==> src/rtl/router_bench_axi_multi.sv <==
// AXI4-Lite controlled latency benchmark: starts NUM_COND condition engines together,
// times each one's done strobe over several runs, and reports the lowest accumulated total.
module router_bench_axi_multi #(
  parameter int unsigned NUM_COND    = 4,
  parameter int unsigned ADDR_W      = 8,
  parameter int unsigned CNT_W       = 32,
  parameter int unsigned DEF_RUNS    = 1,
  parameter int unsigned DEF_TIMEOUT = 1000
) (
  input  logic                s_axi_aclk,
  input  logic                s_axi_aresetn,
  input  logic [ADDR_W-1:0]   s_axi_awaddr,
  input  logic                s_axi_awvalid,
  output logic                s_axi_awready,
  input  logic [31:0]         s_axi_wdata,
  input  logic [3:0]          s_axi_wstrb,
  input  logic                s_axi_wvalid,
  output logic                s_axi_wready,
  output logic [1:0]          s_axi_bresp,
  output logic                s_axi_bvalid,
  input  logic                s_axi_bready,
  input  logic [ADDR_W-1:0]   s_axi_araddr,
  input  logic                s_axi_arvalid,
  output logic                s_axi_arready,
  output logic [31:0]         s_axi_rdata,
  output logic [1:0]          s_axi_rresp,
  output logic                s_axi_rvalid,
  input  logic                s_axi_rready,
  output logic                cond_start,
  input  logic [NUM_COND-1:0] cond_done,
  output logic [NUM_COND-1:0] led,
  output logic                irq
);

  localparam int unsigned IDX_W = (NUM_COND > 1) ? $clog2(NUM_COND) : 1;
  localparam logic [1:0] RESP_OKAY   = 2'b00;
  localparam logic [1:0] RESP_SLVERR = 2'b10;
  localparam logic [ADDR_W-1:0] A_CTRL   = ADDR_W'(8'h00);
  localparam logic [ADDR_W-1:0] A_STATUS = ADDR_W'(8'h04);
  localparam logic [ADDR_W-1:0] A_RUNS   = ADDR_W'(8'h08);
  localparam logic [ADDR_W-1:0] A_TMO    = ADDR_W'(8'h0C);
  localparam logic [ADDR_W-1:0] A_ONEHOT = ADDR_W'(8'h10);
  localparam logic [ADDR_W-1:0] A_TOTAL  = ADDR_W'(8'h20);
  localparam logic [ADDR_W-1:0] A_TOTEND = A_TOTAL + ADDR_W'(4 * NUM_COND);

  typedef enum logic [2:0] {S_IDLE, S_ARM, S_MEASURE, S_ACCUM, S_SCAN, S_DONE} state_t;

  state_t state_q, state_d;

  logic              aw_held, w_held;
  logic [ADDR_W-1:0] awaddr_q;
  logic [31:0]       wdata_q;

  logic                irq_en_q, done_q, aborted_q;
  logic [15:0]         runs_q, runs_left_q;
  logic [CNT_W-1:0]    timeout_q, cyc_q, best_val_q;
  logic [NUM_COND-1:0] tflags_q, captured_q;
  logic [IDX_W-1:0]    win_idx_q, scan_idx_q, best_idx_q;
  logic [CNT_W-1:0]    cap_q   [NUM_COND];
  logic [CNT_W-1:0]    total_q [NUM_COND];

  logic             wr_fire_c, wr_ctrl_c, wr_runs_c, wr_tmo_c, wr_err_c;
  logic             start_c, abort_c, busy_c;
  logic [CNT_W-1:0] cyc_now_c;
  logic             hit_tmo_c, all_cap_c, last_scan_c, scan_take_c;
  logic [IDX_W-1:0] final_idx_c, win_idx_d;
  logic             done_d, aborted_d, irq_en_d;
  logic [CNT_W:0]   sum_c       [NUM_COND];
  logic [CNT_W-1:0] sat_total_c [NUM_COND];
  logic [ADDR_W-1:0] rd_addr_c;
  logic [IDX_W-1:0]  rd_idx_c;
  logic [31:0]       rd_data_c;
  logic              rd_err_c;
  logic              unused_wstrb_c;

  // Byte strobes carry no meaning here: every write is a full word.
  assign unused_wstrb_c = ^s_axi_wstrb;

  assign wr_fire_c = aw_held && w_held && !s_axi_bvalid;
  assign wr_ctrl_c = wr_fire_c && (awaddr_q == A_CTRL);
  assign wr_runs_c = wr_fire_c && (awaddr_q == A_RUNS);
  assign wr_tmo_c  = wr_fire_c && (awaddr_q == A_TMO);
  assign wr_err_c  = wr_fire_c && !(wr_ctrl_c || wr_runs_c || wr_tmo_c);
  assign abort_c   = wr_ctrl_c && wdata_q[1];
  assign start_c   = wr_ctrl_c && wdata_q[0] && !wdata_q[1];
  assign busy_c    = (state_q != S_IDLE);

  assign cyc_now_c   = cyc_q + CNT_W'(1);
  assign hit_tmo_c   = (cyc_now_c >= timeout_q);
  assign all_cap_c   = &(captured_q | cond_done);
  assign last_scan_c = (scan_idx_q == IDX_W'(NUM_COND - 1));
  assign scan_take_c = (scan_idx_q == '0) || (total_q[scan_idx_q] < best_val_q);
  assign final_idx_c = scan_take_c ? scan_idx_q : best_idx_q;

  // Saturating accumulation of this run's captures.
  always_comb begin
    for (int i = 0; i < NUM_COND; i++) begin
      sum_c[i]       = {1'b0, total_q[i]} + {1'b0, cap_q[i]};
      sat_total_c[i] = sum_c[i][CNT_W] ? '1 : sum_c[i][CNT_W-1:0];
    end
  end

  always_comb begin
    state_d = state_q;
    if (abort_c && busy_c) begin
      state_d = S_IDLE;
    end else begin
      case (state_q)
        S_IDLE:    if (start_c) state_d = S_ARM;
        S_ARM:     state_d = S_MEASURE;
        S_MEASURE: if (all_cap_c || hit_tmo_c) state_d = S_ACCUM;
        S_ACCUM:   state_d = (runs_left_q != 16'd1) ? S_ARM : S_SCAN;
        S_SCAN:    if (last_scan_c) state_d = S_DONE;
        S_DONE:    state_d = S_IDLE;
        default:   state_d = S_IDLE;
      endcase
    end
  end

  // Sticky result flags; led and irq are derived from their next values so they track exactly.
  always_comb begin
    done_d    = done_q;
    aborted_d = aborted_q;
    win_idx_d = win_idx_q;
    irq_en_d  = wr_ctrl_c ? wdata_q[2] : irq_en_q;
    if (busy_c) begin
      if (abort_c) begin
        aborted_d = 1'b1;
      end else if (state_q == S_SCAN && last_scan_c) begin
        done_d    = 1'b1;
        win_idx_d = final_idx_c;
      end
    end else if (abort_c || start_c) begin
      done_d    = 1'b0;
      aborted_d = 1'b0;
    end
  end

  always_ff @(posedge s_axi_aclk or negedge s_axi_aresetn) begin
    if (!s_axi_aresetn) state_q <= S_IDLE;
    else                state_q <= state_d;
  end

  always_ff @(posedge s_axi_aclk or negedge s_axi_aresetn) begin
    if (!s_axi_aresetn) begin
      irq_en_q    <= 1'b0;
      done_q      <= 1'b0;
      aborted_q   <= 1'b0;
      win_idx_q   <= '0;
      runs_q      <= 16'(DEF_RUNS);
      timeout_q   <= CNT_W'(DEF_TIMEOUT);
      runs_left_q <= '0;
      cyc_q       <= '0;
      captured_q  <= '0;
      tflags_q    <= '0;
      scan_idx_q  <= '0;
      best_idx_q  <= '0;
      best_val_q  <= '0;
      cond_start  <= 1'b0;
      led         <= '0;
      irq         <= 1'b0;
      for (int i = 0; i < NUM_COND; i++) begin
        cap_q[i]   <= '0;
        total_q[i] <= '0;
      end
    end else begin
      irq_en_q   <= irq_en_d;
      done_q     <= done_d;
      aborted_q  <= aborted_d;
      win_idx_q  <= win_idx_d;
      cond_start <= (state_d == S_ARM);
      led        <= done_d ? (NUM_COND'(1) << win_idx_d) : '0;
      irq        <= irq_en_d & done_d;
      if (wr_runs_c) runs_q <= wdata_q[15:0];
      if (wr_tmo_c)  timeout_q <= CNT_W'(wdata_q);
      if (!busy_c && start_c) begin
        tflags_q    <= '0;
        runs_left_q <= (runs_q == 16'd0) ? 16'd1 : runs_q;
        for (int i = 0; i < NUM_COND; i++) total_q[i] <= '0;
      end
      if (!(abort_c && busy_c)) begin
        case (state_q)
          S_ARM: begin
            cyc_q      <= '0;
            captured_q <= '0;
          end
          S_MEASURE: begin
            cyc_q <= cyc_now_c;
            for (int i = 0; i < NUM_COND; i++) begin
              if (cond_done[i] && !captured_q[i]) begin
                cap_q[i]      <= cyc_now_c;
                captured_q[i] <= 1'b1;
              end else if (hit_tmo_c && !captured_q[i]) begin
                cap_q[i]    <= timeout_q;
                tflags_q[i] <= 1'b1;
              end
            end
          end
          S_ACCUM: begin
            for (int i = 0; i < NUM_COND; i++) total_q[i] <= sat_total_c[i];
            runs_left_q <= runs_left_q - 16'd1;
            scan_idx_q  <= '0;
          end
          S_SCAN: begin
            if (scan_take_c) begin
              best_val_q <= total_q[scan_idx_q];
              best_idx_q <= scan_idx_q;
            end
            scan_idx_q <= scan_idx_q + IDX_W'(1);
          end
          default: ;
        endcase
      end
    end
  end

  // Write channel: AW and W are captured independently, B issued once both are held.
  always_ff @(posedge s_axi_aclk or negedge s_axi_aresetn) begin
    if (!s_axi_aresetn) begin
      s_axi_awready <= 1'b0;
      s_axi_wready  <= 1'b0;
      s_axi_bvalid  <= 1'b0;
      s_axi_bresp   <= RESP_OKAY;
      aw_held       <= 1'b0;
      w_held        <= 1'b0;
      awaddr_q      <= '0;
      wdata_q       <= '0;
    end else begin
      s_axi_awready <= 1'b0;
      s_axi_wready  <= 1'b0;
      if (!aw_held && !s_axi_awready && s_axi_awvalid && !s_axi_bvalid) s_axi_awready <= 1'b1;
      if (!w_held && !s_axi_wready && s_axi_wvalid && !s_axi_bvalid)    s_axi_wready  <= 1'b1;
      if (s_axi_awvalid && s_axi_awready) begin
        aw_held  <= 1'b1;
        awaddr_q <= s_axi_awaddr & ~ADDR_W'(3);
      end
      if (s_axi_wvalid && s_axi_wready) begin
        w_held  <= 1'b1;
        wdata_q <= s_axi_wdata;
      end
      if (wr_fire_c) begin
        aw_held      <= 1'b0;
        w_held       <= 1'b0;
        s_axi_bvalid <= 1'b1;
        s_axi_bresp  <= wr_err_c ? RESP_SLVERR : RESP_OKAY;
      end else if (s_axi_bvalid && s_axi_bready) begin
        s_axi_bvalid <= 1'b0;
      end
    end
  end

  // Read decode for the address presented at the AR handshake.
  always_comb begin
    rd_addr_c = s_axi_araddr & ~ADDR_W'(3);
    rd_idx_c  = IDX_W'((rd_addr_c - A_TOTAL) >> 2);
    rd_data_c = '0;
    rd_err_c  = 1'b0;
    if (rd_addr_c == A_CTRL)        rd_data_c = 32'({irq_en_q, 2'b00});
    else if (rd_addr_c == A_STATUS) rd_data_c = {8'h00, 8'(win_idx_q), 8'(tflags_q),
                                                 5'b0, aborted_q, done_q, busy_c};
    else if (rd_addr_c == A_RUNS)   rd_data_c = 32'(runs_q);
    else if (rd_addr_c == A_TMO)    rd_data_c = 32'(timeout_q);
    else if (rd_addr_c == A_ONEHOT) rd_data_c = 32'(led);
    else if (rd_addr_c >= A_TOTAL && rd_addr_c < A_TOTEND) rd_data_c = 32'(total_q[rd_idx_c]);
    else                            rd_err_c  = 1'b1;
  end

  always_ff @(posedge s_axi_aclk or negedge s_axi_aresetn) begin
    if (!s_axi_aresetn) begin
      s_axi_arready <= 1'b0;
      s_axi_rvalid  <= 1'b0;
      s_axi_rdata   <= '0;
      s_axi_rresp   <= RESP_OKAY;
    end else begin
      s_axi_arready <= 1'b0;
      if (!s_axi_arready && s_axi_arvalid && !s_axi_rvalid) s_axi_arready <= 1'b1;
      if (s_axi_arvalid && s_axi_arready) begin
        s_axi_rvalid <= 1'b1;
        s_axi_rdata  <= rd_data_c;
        s_axi_rresp  <= rd_err_c ? RESP_SLVERR : RESP_OKAY;
      end else if (s_axi_rvalid && s_axi_rready) begin
        s_axi_rvalid <= 1'b0;
      end
    end
  end

endmodule
==> config.mk <==
export PLATFORM = sky130hd
export DESIGN_NAME = router_bench_axi_multi
export DESIGN_NICKNAME = d
export VERILOG_FILES = /design/src/rtl/router_bench_axi_multi.sv
export SDC_FILE = /design/constraint.sdc
export NUM_CORES = 1
export LEC_CHECK = 0
export ABC_AREA = 0
export CAP_MARGIN = 40
export CORE_MARGIN = 8
export CORE_UTILIZATION = 57
export CTS_CLUSTER_SIZE = 16
export DETAILED_ROUTE_END_ITERATION = 10
export PLACE_DENSITY = 0.76
export SYNTH_ARGS = -nofsm -noshare
export SYNTH_HDL_FRONTEND = slang
export SYNTH_SLANG_ARGS = --single-unit
==> constraint.sdc <==
create_clock -name s_axi_aclk -period 4.05 [get_ports s_axi_aclk]
set_clock_uncertainty 0.15 [all_clocks]
set_input_delay 1.215 -clock s_axi_aclk [delete_from_list [all_inputs] [get_ports s_axi_aclk]]
set_output_delay 1.215 -clock s_axi_aclk [all_outputs]
set_load 0.01 [all_outputs]
==> impl_metrics.yaml <==
run_status:
  status: "finished, violations left"
  failed_checks: "setup timing"
min_path:
  whs_path_depth: 1
  worstHoldStart: "s_axi_rvalid"
  hp-class: "reg2reg"
  min_to: "s_axi_arready"
run:
  drv_cap: 0
worst_setup_path:
  crit_path_max_fanout: 16
  crit_arrival_ps: 4730
  r2r-end: "cap_q[83]"
  worst_setup_path_start_kind: "flip-flop"
  path_delay_family: "compound AO/OA/AOI/OAI gates"
  cp_num_buf_inv: 4
  r2r_start: "cyc_q[4]"
  worstPathCellList: "nand4_1 -> or2_4 -> or3_4 -> nor2_4 -> nand2_2 -> xor2_2 -> inv_1 -> ha_1 -> a21o_1 -> a21o_1 -> a2111oi_2 -> o211ai_1 -> a21oi_2 -> o221ai_4 -> buf_12 -> o21ai_4 -> buf_4 -> buf_12 -> mux2_1"
  crit_slowest_cell: "or3_4"
  path_class: "reg2reg"
  regToRegSetupSlack_ps: -340
  critPathRequiredTime_ps: 4390
  slowest_delay_ps: 450
  r2r_cells: 19
  cp.depth: 19
  end_kind: "flip-flop"
yosys:
  ys_async_sr_fraction_pct: 100.0
  netlist_area_sq_mm: 0.03075
  ys_seq_area_share_pct: 39.83
  yosys-top-cells-count: "482 x dfrtp_1, 356 x a21oi_1, 336 x nand2_1"
  yosysWarnings: 0
  synth_top_area_cell: "dfrtp_1"
  synth_top_area_share_pct: 39.23
  synth_seq_cells: 489
  avgSynthCellArea_sq_um: 9.780
  synth_flop_cell: "dfrtp_1"
  synthMostInstantiatedCell: "dfrtp_1"
  syn_inst: 3144
  synth_enable_flop_cells: 0
  synth_area_leaders: "dfrtp_1 39%, ha_1 8.0%, a21oi_1 5.8%"
  synth_cell_types: 100
placement:
  dpl.hpwl_mm: 70.58
  dpl_worst_slack_ps: -375.3
  port-buffer-count: 99
  gp_congestion: 0.9472
  placed_area_sq_mm: 0.03334
clock_network:
  clockBufferDepth: 3
  cts.reportedPaths.clkPinSlew_ps: 60
  insertion_delay_ps: 630
  clkSinkCount: 489
  cts-buffers-inserted: 54
  cts_root_buffer: "clkbuf_16"
  ctsHtreeMaxLevel: 2
  holdBufCountCts: 0
  cts_tree: "built"
global_route:
  overflow: 0
  grt_max_degree: 111
  antenna_found_initial: 1
  grt_pass1_wl_mm: 146.5
  grt_pass1_vias: 25180
  gr-usage-all-layers_pct: 30.65
cells_and_area:
  final_area_sq_mm: 0.03565
  drive_above_1_share_pct: 16.46
  areaGrowthSynthToFinish_pct: 15.94
  nets: 3580
  diodes: 0
  fillerInstances: 4126
die:
  dieArea_sq_mm: 0.06163
  core_sq_mm: 0.05360
  die_x_um: 248.3
  start_util_pct: 57.36
  die_height_um: 248.3
  ioPinCount: 110
  row_count: 85
route:
  dr.pass1.iters: 8
  totalWireLength_mm: 96.43
  vias: 26250
  wl_per_cell_um: 23.78
  viasPerCell: 6.473
  drc_errors: 0
  ant_nets: 0
  drt_iter0_markers: 2818
sta:
  finalSetupTns_ps: -33860
  maxSlewViolCount: 0
  maxClockFrequency_ghz: 0.2280
  setup_viol: 128
  finalWorstSetupSlack_ps: -336.4
  rsz0062_at_grt: "true"
  fin_crit_sh_pct: 108.3
  worstMarginPinSlew_ps: 792.4
  holdWs_ps: 321.7
  fin_crit_ps: 4386
  slew-limit-headroom_pct: 47.18
  hold_violations: 0
pwr:
  total_power_mw: 30.27
  power.density_mw_per_mm2: 849.1
  ir_drop_uv: 564.4
  p_leak_nw: 16.20
==> per-layer routing <==
layer / part of all wire (%) / up-vias / track usage, % / routed length (um)
li1: - / 11870 / - / -
met5: 0 / - / 0 / 0
met4: 2.8 / 0 / 8.449 / 2708
met2: 44 / 1153 / 45.81 / 42690
met1: 42 / 13060 / 44.26 / 40900
met3: 11 / 175 / 7.429 / 10130
==> how the worst max path moves through the flow <==
stage	slack, ps	from	endpoint
floorplan	-3	cyc_q[3]	cap_q[22]
global placement	-270	cyc_q[4]	cap_q[31]
detailed placement	-380	cyc_q[4]	cap_q[15]
CTS	-270	cyc_q[4]	cap_q[20]
global route	-520	cyc_q[4]	cap_q[93]
finish	-340	cyc_q[4]	cap_q[83]
==> registers in the layout, indices dropped and copies added (netlist names), 2 cells and up <==
name,cells
timeout_q,32
tflags_q,4
awaddr_q,6
wdata_q,32
best_idx_q,2
scan_idx_q,2
best_val_q,32
s_axi_rdata,32
state_q,3
captured_q,4
cap_q,128
runs_left_q,16
win_idx_q,2
led,4
runs_q,16
cyc_q,32
total_q,128
==> logic make-up (layout without fill, tap and decap cells) <==
group / after synthesis / in the layout / synth area share (%)
buffers and inverters: 312 / 526 / 4.427
multiplexers: 293 / 293 / 13.01
other: 1 / 2 / 0.01220
adder cells (fa/ha/maj): 200 / 200 / 8.236
XOR/XNOR: 126 / 126 / 3.589
AO/OA/AOI/OAI: 1019 / 1019 / 20.13
AND/OR/NAND/NOR: 704 / 704 / 10.77
flip-flops: 489 / 489 / 39.83
==> stage by stage <==
stage,utilization [%],instances
2_1_floorplan,-,3145
3_3_place_gp,62.21,3932
3_5_place_dp,62.21,3932
4_1_cts,65.83,4041
5_1_grt,66.50,4055
6_report,66.50,4055
==> layout by cell type, fill, tap and decap left out, types with 14 or more instances in the layout <==
master           instances
dfrtp_1                480
a21oi_1                354
nand2_1                334
o21ai_0                316
ha_1                   195
buf_4                  149
inv_1                  148
nor2_1                 103
clkdlybuf4s50_1         96
mux2_2                  93
mux2_1                  69
a21o_1                  66
xor2_1                  65
mux4_2                  64
clkbuf_16               57
xnor2_1                 56
a31oi_1                 52
mux2_4                  52
nand3_1                 46
nor3_1                  39
and3_1                  27
nand4_1                 21
a211oi_1                21
nor2b_1                 21
buf_12                  21
a22oi_1                 19
and2_1                  18
o211ai_1                17
mux2i_1                 15
clkinv_2                15
o21a_1                  14
a22o_1                  14
==> report_power, final <==
part           total (mW)  internal (mW)  switching, mW
Sequential           8.71           6.57           2.14
Combinational        16.6           7.38           9.23
Clock                4.95           2.86           2.08
==> final cells by class <==
type                    count  area, sq um  share of cell area (%)
inverters                 148        555.5                   1.558
multi-input cells        2344        17500                   49.10
well taps                 696        870.8                   2.443
clock buffers              78         1563                   4.384
flip-flops and latches    489        12250                   34.36
clock inverters            20        197.7                  0.5546
repair buffers            280         2709                   7.599
==> what timing repair did <==
action                                  CTS  global route
endpoints found under the setup margin  132           160
gates cloned                              2             3
resized for setup                        14            56
pin swaps                                 1             7
setup buffers                             9            11
Note: power is estimated with default switching activity, not from simulation.
